## src/rtl/lcd_read.sv

```systemverilog
// HD44780-style LCD read sequencer: strobes EN with the bus released, samples
// the pad, and optionally re-polls the busy flag until it clears or times out.
module lcd_read #(
  parameter int SETUP_CYC = 2,
  parameter int EN_CYC    = 25,
  parameter int HOLD_CYC  = 2,
  parameter int GAP_CYC   = 50,
  parameter int MAX_POLLS = 1000
) (
  input  logic       clk,
  input  logic       rst,
  input  logic       start,
  input  logic       rs_sel,
  input  logic       poll,
  input  logic [7:0] lcd_d_in,
  output logic       lcd_rs,
  output logic       lcd_rw,
  output logic       lcd_en,
  output logic       wr_bus_en,
  output logic [7:0] rdata,
  output logic       busy_flag,
  output logic [6:0] addr_cnt,
  output logic       done_tick,
  output logic       timeout,
  output logic       busy
);

  localparam logic [2:0] S_IDLE  = 3'd0;
  localparam logic [2:0] S_SETUP = 3'd1;
  localparam logic [2:0] S_ENHI  = 3'd2;
  localparam logic [2:0] S_HOLD  = 3'd3;
  localparam logic [2:0] S_GAP   = 3'd4;

  localparam int MAX_A   = (SETUP_CYC > EN_CYC) ? SETUP_CYC : EN_CYC;
  localparam int MAX_B   = (HOLD_CYC > GAP_CYC) ? HOLD_CYC : GAP_CYC;
  localparam int MAX_ALL = (MAX_A > MAX_B) ? MAX_A : MAX_B;
  localparam int CW      = $clog2(MAX_ALL + 1);
  localparam int PW      = $clog2(MAX_POLLS + 1);

  logic [2:0]    r_state;
  logic [CW-1:0] r_cnt;
  logic [PW-1:0] r_poll_cnt;
  logic          r_rs;
  logic          r_poll;
  logic [7:0]    r_rdata;
  logic          r_busy_flag;
  logic [6:0]    r_addr_cnt;
  logic          r_done;
  logic          r_timeout;
  logic          w_last;

  // Phase counter runs 0..LEN-1 in each timed state.
  always_comb begin
    w_last = 1'b0;
    case (r_state)
      S_SETUP: w_last = (r_cnt == CW'(SETUP_CYC - 1));
      S_ENHI:  w_last = (r_cnt == CW'(EN_CYC - 1));
      S_HOLD:  w_last = (r_cnt == CW'(HOLD_CYC - 1));
      S_GAP:   w_last = (r_cnt == CW'(GAP_CYC - 1));
      default: w_last = 1'b0;
    endcase
  end

  always_ff @(posedge clk or posedge rst) begin
    if (rst) begin
      r_state     <= S_IDLE;
      r_cnt       <= '0;
      r_poll_cnt  <= '0;
      r_rs        <= 1'b0;
      r_poll      <= 1'b0;
      r_rdata     <= 8'h00;
      r_busy_flag <= 1'b0;
      r_addr_cnt  <= 7'h00;
      r_done      <= 1'b0;
      r_timeout   <= 1'b0;
    end else begin
      r_done <= 1'b0;
      case (r_state)
        S_IDLE: begin
          if (start) begin
            r_rs       <= rs_sel;
            r_poll     <= poll;
            r_timeout  <= 1'b0;
            r_poll_cnt <= '0;
            r_cnt      <= '0;
            r_state    <= S_SETUP;
          end
        end
        S_SETUP: begin
          if (w_last) begin
            r_cnt   <= '0;
            r_state <= S_ENHI;
          end else begin
            r_cnt <= r_cnt + CW'(1);
          end
        end
        S_ENHI: begin
          if (w_last) begin
            r_cnt   <= '0;
            r_rdata <= lcd_d_in;
            if (!r_rs) begin
              r_busy_flag <= lcd_d_in[7];
              r_addr_cnt  <= lcd_d_in[6:0];
            end
            r_state <= S_HOLD;
          end else begin
            r_cnt <= r_cnt + CW'(1);
          end
        end
        S_HOLD: begin
          if (w_last) begin
            r_cnt <= '0;
            if (r_rs || !r_poll || !r_busy_flag) begin
              r_done  <= 1'b1;
              r_state <= S_IDLE;
            end else begin
              r_poll_cnt <= r_poll_cnt + PW'(1);
              // This read was the MAX_POLLS-th one still showing busy.
              if (r_poll_cnt == PW'(MAX_POLLS - 1)) begin
                r_timeout <= 1'b1;
                r_done    <= 1'b1;
                r_state   <= S_IDLE;
              end else begin
                r_state <= S_GAP;
              end
            end
          end else begin
            r_cnt <= r_cnt + CW'(1);
          end
        end
        S_GAP: begin
          if (w_last) begin
            r_cnt   <= '0;
            r_state <= S_SETUP;
          end else begin
            r_cnt <= r_cnt + CW'(1);
          end
        end
        default: begin
          r_cnt   <= '0;
          r_state <= S_IDLE;
        end
      endcase
    end
  end

  assign busy      = (r_state != S_IDLE);
  assign lcd_rw    = busy;
  assign lcd_rs    = busy & r_rs;
  assign wr_bus_en = ~busy;
  assign lcd_en    = (r_state == S_ENHI);
  assign rdata     = r_rdata;
  assign busy_flag = r_busy_flag;
  assign addr_cnt  = r_addr_cnt;
  assign done_tick = r_done;
  assign timeout   = r_timeout;

endmodule

```

## config.mk

```make
export PLATFORM = sky130hd
export DESIGN_NAME = lcd_read
export DESIGN_NICKNAME = d
export VERILOG_FILES = /design/src/rtl/lcd_read.sv
export SDC_FILE = /design/constraint.sdc
export NUM_CORES = 1
export LEC_CHECK = 0
export BUFFER_PORTS_ARGS = -buffer_cell sky130_fd_sc_hd__buf_4
export CORE_UTILIZATION = 50
export DETAILED_ROUTE_END_ITERATION = 16
export PLACE_DENSITY = 0.73
export SYNTH_ARGS = -nofsm -noshare
export SYNTH_HDL_FRONTEND = slang
export SYNTH_SLANG_ARGS = --single-unit
export TNS_END_PERCENT = 20
```

## constraint.sdc

```tcl
create_clock -name clk -period 6.4 [get_ports clk]
set_input_delay 0.96 -clock clk [delete_from_list [all_inputs] [get_ports clk]]
set_output_delay 0.96 -clock clk [all_outputs]
set_load 0.01 [all_outputs]
```

==> metrics.txt <==
outcome=completed; setup bufs post-CTS=0; crit start category=flop; routability congestion estimate=0.889; Initial DRT Pass Iterations=5; H-tree Lvls=2; top cell type by total area after synthesis=dfrtp_1; # setup viols final=0; Area growth syn-to-layout=17.8%; CTS buffer count=5; Worst Path Max Fanout=13; WL per Instance=approximately 15 um; final wirelength=4100 um; Initial Util=roughly 53%; largest net degree at the start of global routing=40; post-synth cell types=between 40 and 50; clock share of power=18.6%; PortBufs=35; Max Freq=between 300 and 400 MHz; fillers=328; post-route ant nets=0; Tcrit/Tclk final=a little over two fifths; sw frac=a little over a third; placeable core area=approximately 3700 um2; Initial DRC Count=between 150 and 200; worst relative slew slack=between 50% and 60%; Die Wd=about 65 um; initial antenna violation count=0; Mapped Cells=between 150 and 200; dpl cell area=around 2300 um2; Slew @ Worst Pin=0.689 ns; Pint=between 500 and 600 uW; Synth top area share=just under 50%; Max Root-Sink Buffers=2; async set-reset flop share out of synthesis=100%; Total Routing Usage GR=a little over a fifth; count of final max-slew check failures=0; worst min path class=flop to flop; Worst-path clk slew=approximately 0.08 ns; pwr dens=roughly 370 nW/um2; hold buffer count at cts=0; Die Span Y=between 60 and 70 um; Synth Register Bits=39; DP Worst Slack=3.85 ns; row cnt=22; Worst R2R Path Depth=5; max cap viols=0; layout cell share with drive strength beyond 1=a little over 30%; maximum vdd drop=about 0.23 mV; vias per cell=5.84; Clock Latency Late Sink=approximately 0.29 ns; post-synthesis sequential area ratio=49.2%; final hold viol count=0; residual overflow from global routing=0; Synth Area per Inst=about 11 um2; critical path arrival=roughly 1.7 ns; Mapped Nets=203; hold depth=2; post-DP HPWL=~2900 um; first-pass GRT wire length=between 7000 and 8000 um; CTS tree=yes; DIE AREA=around 4200 um2; Final Critical Period=approximately 2.7 ns; placed insts=~260; number of global-route vias before repair=about 1500; layout net count=~240; clock sinks=39; switching power=approximately 310 uW; leakage power=1.08 nW; RSZ-0062 raised after global routing=false; Reg power frac=a little over two fifths; final critical-path setup slack=3.72 ns; Power, Total=a little under 900 uW; warnings from Yosys=0; Crit path required time=about 5.4 ns; ys flop type=dfrtp_1; Setup Crit Path Kind=flop to output pin; Final TNS setup=0 ns; vias=1577; final std cells w/o fill=270; # DRC=0; Setup crit end kind=output pin; Fin Clk Skew=0.00293 ns; logic gate share of total power=roughly two fifths; root buffer cell=clkbuf_8; Cell Area, Synth=roughly 2000 um2; antenna diode count=0; I/O Pins=36; design area=2340 um2; EDFF count, synth=0; Synth area leaders=dfrtp_1, mux2_4, mux2_2, nand2_1, a21oi_1; # resized after CTS=0
Yosys cell counts, types with 2 or more instances:
library cell,instances
or3_1,5
o211ai_1,3
or4_1,5
buf_4,2
or2_2,3
mux2_2,9
inv_1,6
a211oi_1,2
xnor2_1,2
a21oi_1,12
nand4_1,4
nor2b_1,3
nand2_1,22
o31ai_1,4
and3b_1,2
nor2_1,10
ha_1,2
mux2_4,8
dfrtp_1,39
nand3_1,6
clkbuf_1,5
and2_1,3
o21ai_0,11
buf_6,2
sequential cells by signal (all words and copies together) (netlist names):
signal / flops
done_tick: 1
rdata: 8
timeout: 1
r_cnt: 6
r_state: 3
addr_cnt: 7
r_rs: 1
busy_flag: 1
r_poll: 1
r_poll_cnt: 10
final cells by class:
cell class                 count  area (um2)  share of cell area, %
sequential                    39         976                   41.8
multi-input combinational    133         923                   39.5
timing repair buffer          36         270                   11.6
clock buffer                   5        68.8                   2.95
tap                           48        60.1                   2.57
inverter                       6        22.5                  0.964
clock inverter                 3        15.0                  0.643
final timing paths:
kind | start | end | slack, ns
min in group asynchronous | rst | addr_cnt[4] | 0.78
setup / recovery | r_state[1] | lcd_rs | 3.72
hold reg to reg | r_poll | r_poll | 0.49
hold / removal | r_poll | r_poll | 0.49
setup reg to reg | r_state[2] | r_poll_cnt[6] | 3.81
max in group asynchronous | rst | addr_cnt[6] | 5.28
routing by layer:
layer / vias up / track usage [%] / wire length, um
met5: - / 0 / 0
met4: 0 / 9.17 / 72
li1: 743 / - / -
met1: 761 / 29.3 / 1840
met2: 65 / 33.6 / 1930
met3: 8 / 5.46 / 259
layout by cell type, fill, tap and decap left out, drive strengths merged:
master  count
dfrtp      39
buf        36
nand2      22
mux2       17
a21oi      12
o21ai      11
nor2       10
inv         6
nand3       6
or4         6
or3         5
clkbuf      5
nand4       4
o31ai       4
nor2b       4
o211ai      3
and2        3
or2         3
clkinv      3
and3b       2
xnor2       2
a211oi      2
ha          2
a22oi       1
nor3b       1
or4b        1
a211o       1
a21o        1
nor3        1
a221o       1
o2111a      1
a311o       1
a32o        1
nand2b      1
and3        1
o41ai       1
a31o        1
o21a        1
power by group through the flow:
| stage | Clock, mW | Sequential [mW] | Combinational (mW) |
|---|---|---|---|
| after floorplan | 0 | 0.370 | 0.211 |
| after global placement | 0 | 0.367 | 0.327 |
| after detailed placement | 0 | 0.370 | 0.336 |
| after CTS | 0.164 | 0.367 | 0.338 |
| after global routing | 0.174 | 0.377 | 0.364 |
| final | 0.161 | 0.368 | 0.337 |
critical path, stage by stage, from the launching register on:
cell	delay (ns)
dfrtp_1	0.52
or3_1	0.54
and2_1	0.22
buf_4	0.14
stage by stage:
step                      utilization, %  hold WS (ns)
final                               62.4         0.493
after floorplan                        -         0.438
after global placement              60.2         0.461
after detailed placement            60.2         0.473
after CTS                           62.4         0.492
after global routing                62.4         0.531
logic make-up (layout without fill, tap and decap cells):
kind of cell	Yosys count	after routing	synth area share (%)
xor+xnor	2	2	0.883
compound gates	42	42	13.8
buf+inv	16	50	4.23
flops	39	39	49.2
fa+ha+maj	2	2	1.26
mux	17	17	11.2
simple gates	70	70	19.5
Power figures use the tool's default switching activity.
